==> config.mk <==
export PLATFORM = sky130hd
export DESIGN_NAME = decoder_2to4_fifo
export DESIGN_NICKNAME = d
export VERILOG_FILES = /design/src/rtl/decoder_2to4_fifo.sv
export SDC_FILE = /design/constraint.sdc
export NUM_CORES = 1
export LEC_CHECK = 0
export BUFFER_PORTS_ARGS = -buffer_cell sky130_fd_sc_hd__buf_2
export CAP_MARGIN = 20
export CORE_MARGIN = 2
export CORE_UTILIZATION = 35
export DETAILED_ROUTE_END_ITERATION = 7
export SLEW_MARGIN = 15
export SYNTH_ARGS = -nofsm -noshare
export SYNTH_HDL_FRONTEND = slang
export SYNTH_SLANG_ARGS = --single-unit
==> constraint.sdc <==
create_clock -name clk -period 3.28 [get_ports clk]
set_clock_uncertainty 0.15 [all_clocks]
set_input_delay 0.656 -clock clk [delete_from_list [all_inputs] [get_ports clk]]
set_output_delay 0.656 -clock clk [all_outputs]
set_load 0.02 [all_outputs]
==> src/rtl/decoder_2to4_fifo.sv <==
// decoder_2to4_fifo: buffers 2-bit codes from an upstream priority encoder
// in a circular FIFO and presents the head entry as a one-hot 4-bit word.
// Output dout/dout_valid are registered and are loaded with the decode of
// the next head entry, so they always track (count != 0) and the head code.
module decoder_2to4_fifo #(
  parameter int DEPTH = 4
) (
  input  logic                     clk,
  input  logic                     rst_n,
  input  logic [1:0]               code,
  input  logic                     code_valid,
  output logic                     code_ready,
  output logic [3:0]               dout,
  output logic                     dout_valid,
  input  logic                     dout_ready,
  output logic [$clog2(DEPTH):0]   count,
  output logic                     overflow
);

  localparam int PTR_W = $clog2(DEPTH);
  localparam int CNT_W = PTR_W + 1;

  // One-hot decode of a 2-bit code; exactly one bit is set for any code.
  function automatic logic [3:0] onehot_decode(input logic [1:0] c);
    logic [3:0] d;
    case (c)
      2'd0:    d = 4'b0001;
      2'd1:    d = 4'b0010;
      2'd2:    d = 4'b0100;
      2'd3:    d = 4'b1000;
      default: d = 4'b0000;
    endcase
    return d;
  endfunction

  logic [1:0]       mem_r [DEPTH];
  logic [PTR_W-1:0] wr_ptr_r;
  logic [PTR_W-1:0] rd_ptr_r;
  logic [CNT_W-1:0] count_r;
  logic             overflow_r;
  logic [3:0]       dout_r;
  logic             dout_valid_r;

  logic             push_s;
  logic             pop_s;
  logic [PTR_W-1:0] nxt_wr_ptr_s;
  logic [PTR_W-1:0] nxt_rd_ptr_s;
  logic [CNT_W-1:0] nxt_count_s;
  logic [1:0]       nxt_head_s;
  logic [3:0]       nxt_dout_s;
  logic             nxt_dout_valid_s;

  // Ready depends only on the occupancy register, never on dout_ready.
  assign code_ready = (count_r != CNT_W'(DEPTH));
  assign push_s     = code_valid && code_ready;
  assign pop_s      = dout_valid_r && dout_ready;

  assign dout       = dout_r;
  assign dout_valid = dout_valid_r;
  assign count      = count_r;
  assign overflow   = overflow_r;

  // Next-state for pointers, occupancy and the registered head decode.
  always_comb begin
    nxt_wr_ptr_s     = wr_ptr_r;
    nxt_rd_ptr_s     = rd_ptr_r;
    nxt_count_s      = count_r;
    nxt_head_s       = 2'b00;
    nxt_dout_s       = 4'b0000;
    nxt_dout_valid_s = 1'b0;

    if (push_s) begin
      nxt_wr_ptr_s = wr_ptr_r + PTR_W'(1);
    end else begin
      nxt_wr_ptr_s = wr_ptr_r;
    end

    if (pop_s) begin
      nxt_rd_ptr_s = rd_ptr_r + PTR_W'(1);
    end else begin
      nxt_rd_ptr_s = rd_ptr_r;
    end

    case ({push_s, pop_s})
      2'b10:   nxt_count_s = count_r + CNT_W'(1);
      2'b01:   nxt_count_s = count_r - CNT_W'(1);
      default: nxt_count_s = count_r;
    endcase

    // The new head is the entry being written this edge when the read
    // pointer lands on the write slot (empty buffer or last entry popped).
    if (push_s && (nxt_rd_ptr_s == wr_ptr_r)) begin
      nxt_head_s = code;
    end else begin
      nxt_head_s = mem_r[nxt_rd_ptr_s];
    end

    if (nxt_count_s != CNT_W'(0)) begin
      nxt_dout_s       = onehot_decode(nxt_head_s);
      nxt_dout_valid_s = 1'b1;
    end else begin
      nxt_dout_s       = 4'b0000;
      nxt_dout_valid_s = 1'b0;
    end
  end

  // Control state and registered outputs; reset wins over push/pop.
  always_ff @(posedge clk) begin
    if (!rst_n) begin
      wr_ptr_r     <= {PTR_W{1'b0}};
      rd_ptr_r     <= {PTR_W{1'b0}};
      count_r      <= {CNT_W{1'b0}};
      overflow_r   <= 1'b0;
      dout_r       <= 4'b0000;
      dout_valid_r <= 1'b0;
    end else begin
      wr_ptr_r     <= nxt_wr_ptr_s;
      rd_ptr_r     <= nxt_rd_ptr_s;
      count_r      <= nxt_count_s;
      dout_r       <= nxt_dout_s;
      dout_valid_r <= nxt_dout_valid_s;
      if (code_valid && !code_ready) begin
        overflow_r <= 1'b1;
      end else begin
        overflow_r <= overflow_r;
      end
    end
  end

  // Entry storage; contents are left untouched by reset.
  always_ff @(posedge clk) begin
    if (rst_n && push_s) begin
      mem_r[wr_ptr_r] <= code;
    end
  end

endmodule

==> results.py <==
metrics = {
    "status": {
        "status": "complete, no violations",
    },
    "setup_path": {
        "arrival_ps": 2790,
        "crit_type": "register to register",
        "cp-end-kind": "register",
        "crit_start": "count[0]$_SDFF_PN0_",
        "required_ps": 3390,
        "start_kind": "register",
        "crit_chain": "nor2_1 > a21boi_1 > inv_1 > ha_1 > fa_1 > xnor2_1 > nor2_1 > xnor2_1 > a21boi_0 > o211a_1",
        "crit_slowest_cell": "dfxtp_1",
        "r2r-start": "count[0]$_SDFF_PN0_",
        "critPathMaxFanout": 5,
        "cpPeakStageDelay_ps": 460,
    },
    "clocking": {
        "cts_resized": 0,
        "h-tree-depth": 1,
        "ctsHoldBuffers": 0,
        "clock_sinks": 21,
        "cts_tree": "built",
        "worst_skew_pair.late_latency_ps": 310,
        "postCtsSetupBuffers": 0,
        "clk_path_buf_depth": 2,
        "path_clk_slew_ps": 120,
        "cts_root_buf": "clkbuf_4",
        "cts-buffers-inserted": 3,
    },
    "placement": {
        "dpl.hpwl_microns": 1610,
        "dp_slack_ps": 432,
        "gp_congestion": 0.876,
        "dpl_cell_area_sq_mm": 0.00125,
        "portBuffers": 15,
    },
    "global_route": {
        "grt_usage_pct": 12.8,
        "grt_pass1_wl_microns": 3420,
        "grt_max_degree": 14,
        "antenna_found_initial": 0,
        "grt_pass1_vias": 722,
        "overflow": 0,
    },
    "timing": {
        "fmax_ghz": 0.372,
        "setup_viol": 0,
        "rsz0062_at_grt": "false",
        "period_needed_ps": 2690,
        "final_max_slew_viol_count": 0,
        "relSlewSlack_pct": 61.6,
        "worstMarginPinSlew_ps": 576,
        "worst_hold_slack_ps": 364,
        "tns_ps": 0,
        "worst_slack_ps": 591,
        "hold_viol": 0,
        "finalCritPeriodShare_pct": 82.0,
    },
    "finish": {
        "n_antenna_cell": 0,
        "utilization_pct": 41.9,
        "layout.nets": 135,
        "final_area_sq_mm": 0.00128,
        "drive_above_1_share_pct": 23.8,
        "n_fill_cell": 310,
        "synthToLayoutAreaGrowth_pct": 13.2,
    },
    "yosys": {
        "synth_nets": 117,
        "synth_cell_types": 37,
        "synth_area_leaders": "dfxtp_1 (23%), edfxtp_1 (21%), mux2i_1 (6.2%)",
        "yosysSeqAreaShare_pct": 44.3,
        "synth_seq_cells": 21,
        "netlist.area_leader.share_pct": 23.0,
        "synthCells": 105,
        "synth_area_per_cell_sq_um": 10.8,
        "yosys_warnings": 0,
        "netlist_area_sq_mm": 0.00113,
        "synth_top_area_cell": "dfxtp_1",
    },
    "route": {
        "drcViolationCount": 0,
        "postRouteWirelength_microns": 2080,
        "viasPerCell": 4.83,
        "post_drt_wl_per_cell_microns": 12.5,
        "drtPass1Iterations": 4,
        "drtAntennaViolNets": 0,
        "vias": 801,
        "drt-initial-drc-count": 59,
    },
    "floorplanning": {
        "rows": 20,
        "initial_core_util_pct": 37.0,
        "die_w_microns": 60.8,
        "dieArea_sq_mm": 0.00370,
        "boundaryPins": 16,
        "die_h_microns": 60.8,
        "coreArea_sq_mm": 0.00305,
    },
    "power": {
        "p_per_area_mw_per_mm2": 710,
        "p_leak_nw": 0.530,
        "peakVddDrop_uv": 382,
    },
    "hold_path": {
        "min_from": "overflow$_SDFFE_PN0P_",
        "hold_path.class": "register to register",
    },
    "flow_run": {
        "cap_violations": 0,
    },
}
cell usage after synthesis (all sizes together):
library cell  count
o21ai             3
dfxtp            13
o21a              2
nand3             6
a31oi             1
a21boi            3
a22o              1
edfxtp            8
clkbuf            1
clkinv            1
and4              2
mux2              2
fa                1
xor2              1
o311a             1
nor2              5
and2              4
buf               2
mux2i             7
ha                5
nor2b             4
and3b             2
or3               3
xnor2             6
o211a             1
nand4             2
a21oi             2
inv               3
nand2             5
and3              4
nand4b            1
nor3              3
report_power, final:
group	internal, W	leakage, nW	switching [W]
sequential	0.000324	0.179	0.0000662
combinational	0.000176	0.333	0.000215
clock	0.0000455	0.0177	0.0000809
path summary, 6_finish.rpt:
kind | end | depth (start not counted) | slack (ps)
max | dout[0]$_SDFF_PN0_ | 10 | 590
min | overflow$_SDFFE_PN0P_ | 2 | 360
max reg2reg | dout[0]$_SDFF_PN0_ | 10 | 590
min reg2reg | overflow$_SDFFE_PN0P_ | 2 | 360
cells in the final DEF, fill, tap and decap left out, types with 3 or more instances in the layout:
cell type	count
and2_1	4
and3_1	4
buf_2	15
clkbuf_4	3
dfxtp_1	13
edfxtp_1	8
ha_1	5
inv_1	3
mux2i_1	7
nand2_1	4
nand3_1	6
nor2_1	5
nor2b_1	4
nor3_1	3
xnor2_1	6
worst max-delay path, delay by kind of cell (launching register included):
| family | cells | cell delay, ps |
|---|---|---|
| compound gates | 3 | 870 |
| fa+ha+maj | 2 | 610 |
| simple gates | 2 | 190 |
| xor+xnor | 2 | 280 |
| flops | 1 | 460 |
| buf+inv | 1 | 70 |
metrics by stage:
step,std cells,total power [W]
CTS,166,0.000921
global route,166,0.000982
finish,166,0.000908
global placement,162,0.000782
floorplan,105,0.000688
detailed placement,162,0.000790
flip-flops by register name, indices dropped and copies added, names as in the netlist:
| name | flops |
|---|---|
| dout_valid | 1 |
| wr_ptr_r | 2 |
| dout | 4 |
| rd_ptr_r | 2 |
| overflow | 1 |
| mem_r | 8 |
| count | 3 |
kinds of logic (layout without fill, tap and decap cells):
family | Yosys count | after routing | synth area share (%)
buffers and inverters | 7 | 24 | 3.21
AND/OR/NAND/NOR | 41 | 41 | 21.6
adder cells (fa/ha/maj) | 6 | 6 | 7.31
flip-flops | 21 | 21 | 44.3
XOR/XNOR | 7 | 7 | 5.43
AO/OA/AOI/OAI | 14 | 14 | 9.97
multiplexers | 9 | 9 | 8.20
cell type report:
| class | count | area [sq um] | share of cell area, % |
|---|---|---|---|
| clock inverters | 1 | 5.00 | 0.391 |
| clock buffers | 3 | 22.5 | 1.76 |
| inverters | 4 | 20.0 | 1.57 |
| well taps | 44 | 55.1 | 4.31 |
| repair buffers | 16 | 82.6 | 6.46 |
| multi-input cells | 77 | 593 | 46.4 |
| flip-flops and latches | 21 | 500 | 39.1 |
layer usage:
metal / wire length, microns / part of all wire (%) / global-route usage, %
met1: 1010 / 48 / 16.7
met2: 991 / 48 / 21.0
met5: 0 / 0 / 0
met4: 13 / 0.63 / 2.80
met3: 66 / 3.2 / 3.84
Note: power is estimated with default switching activity, not from simulation.
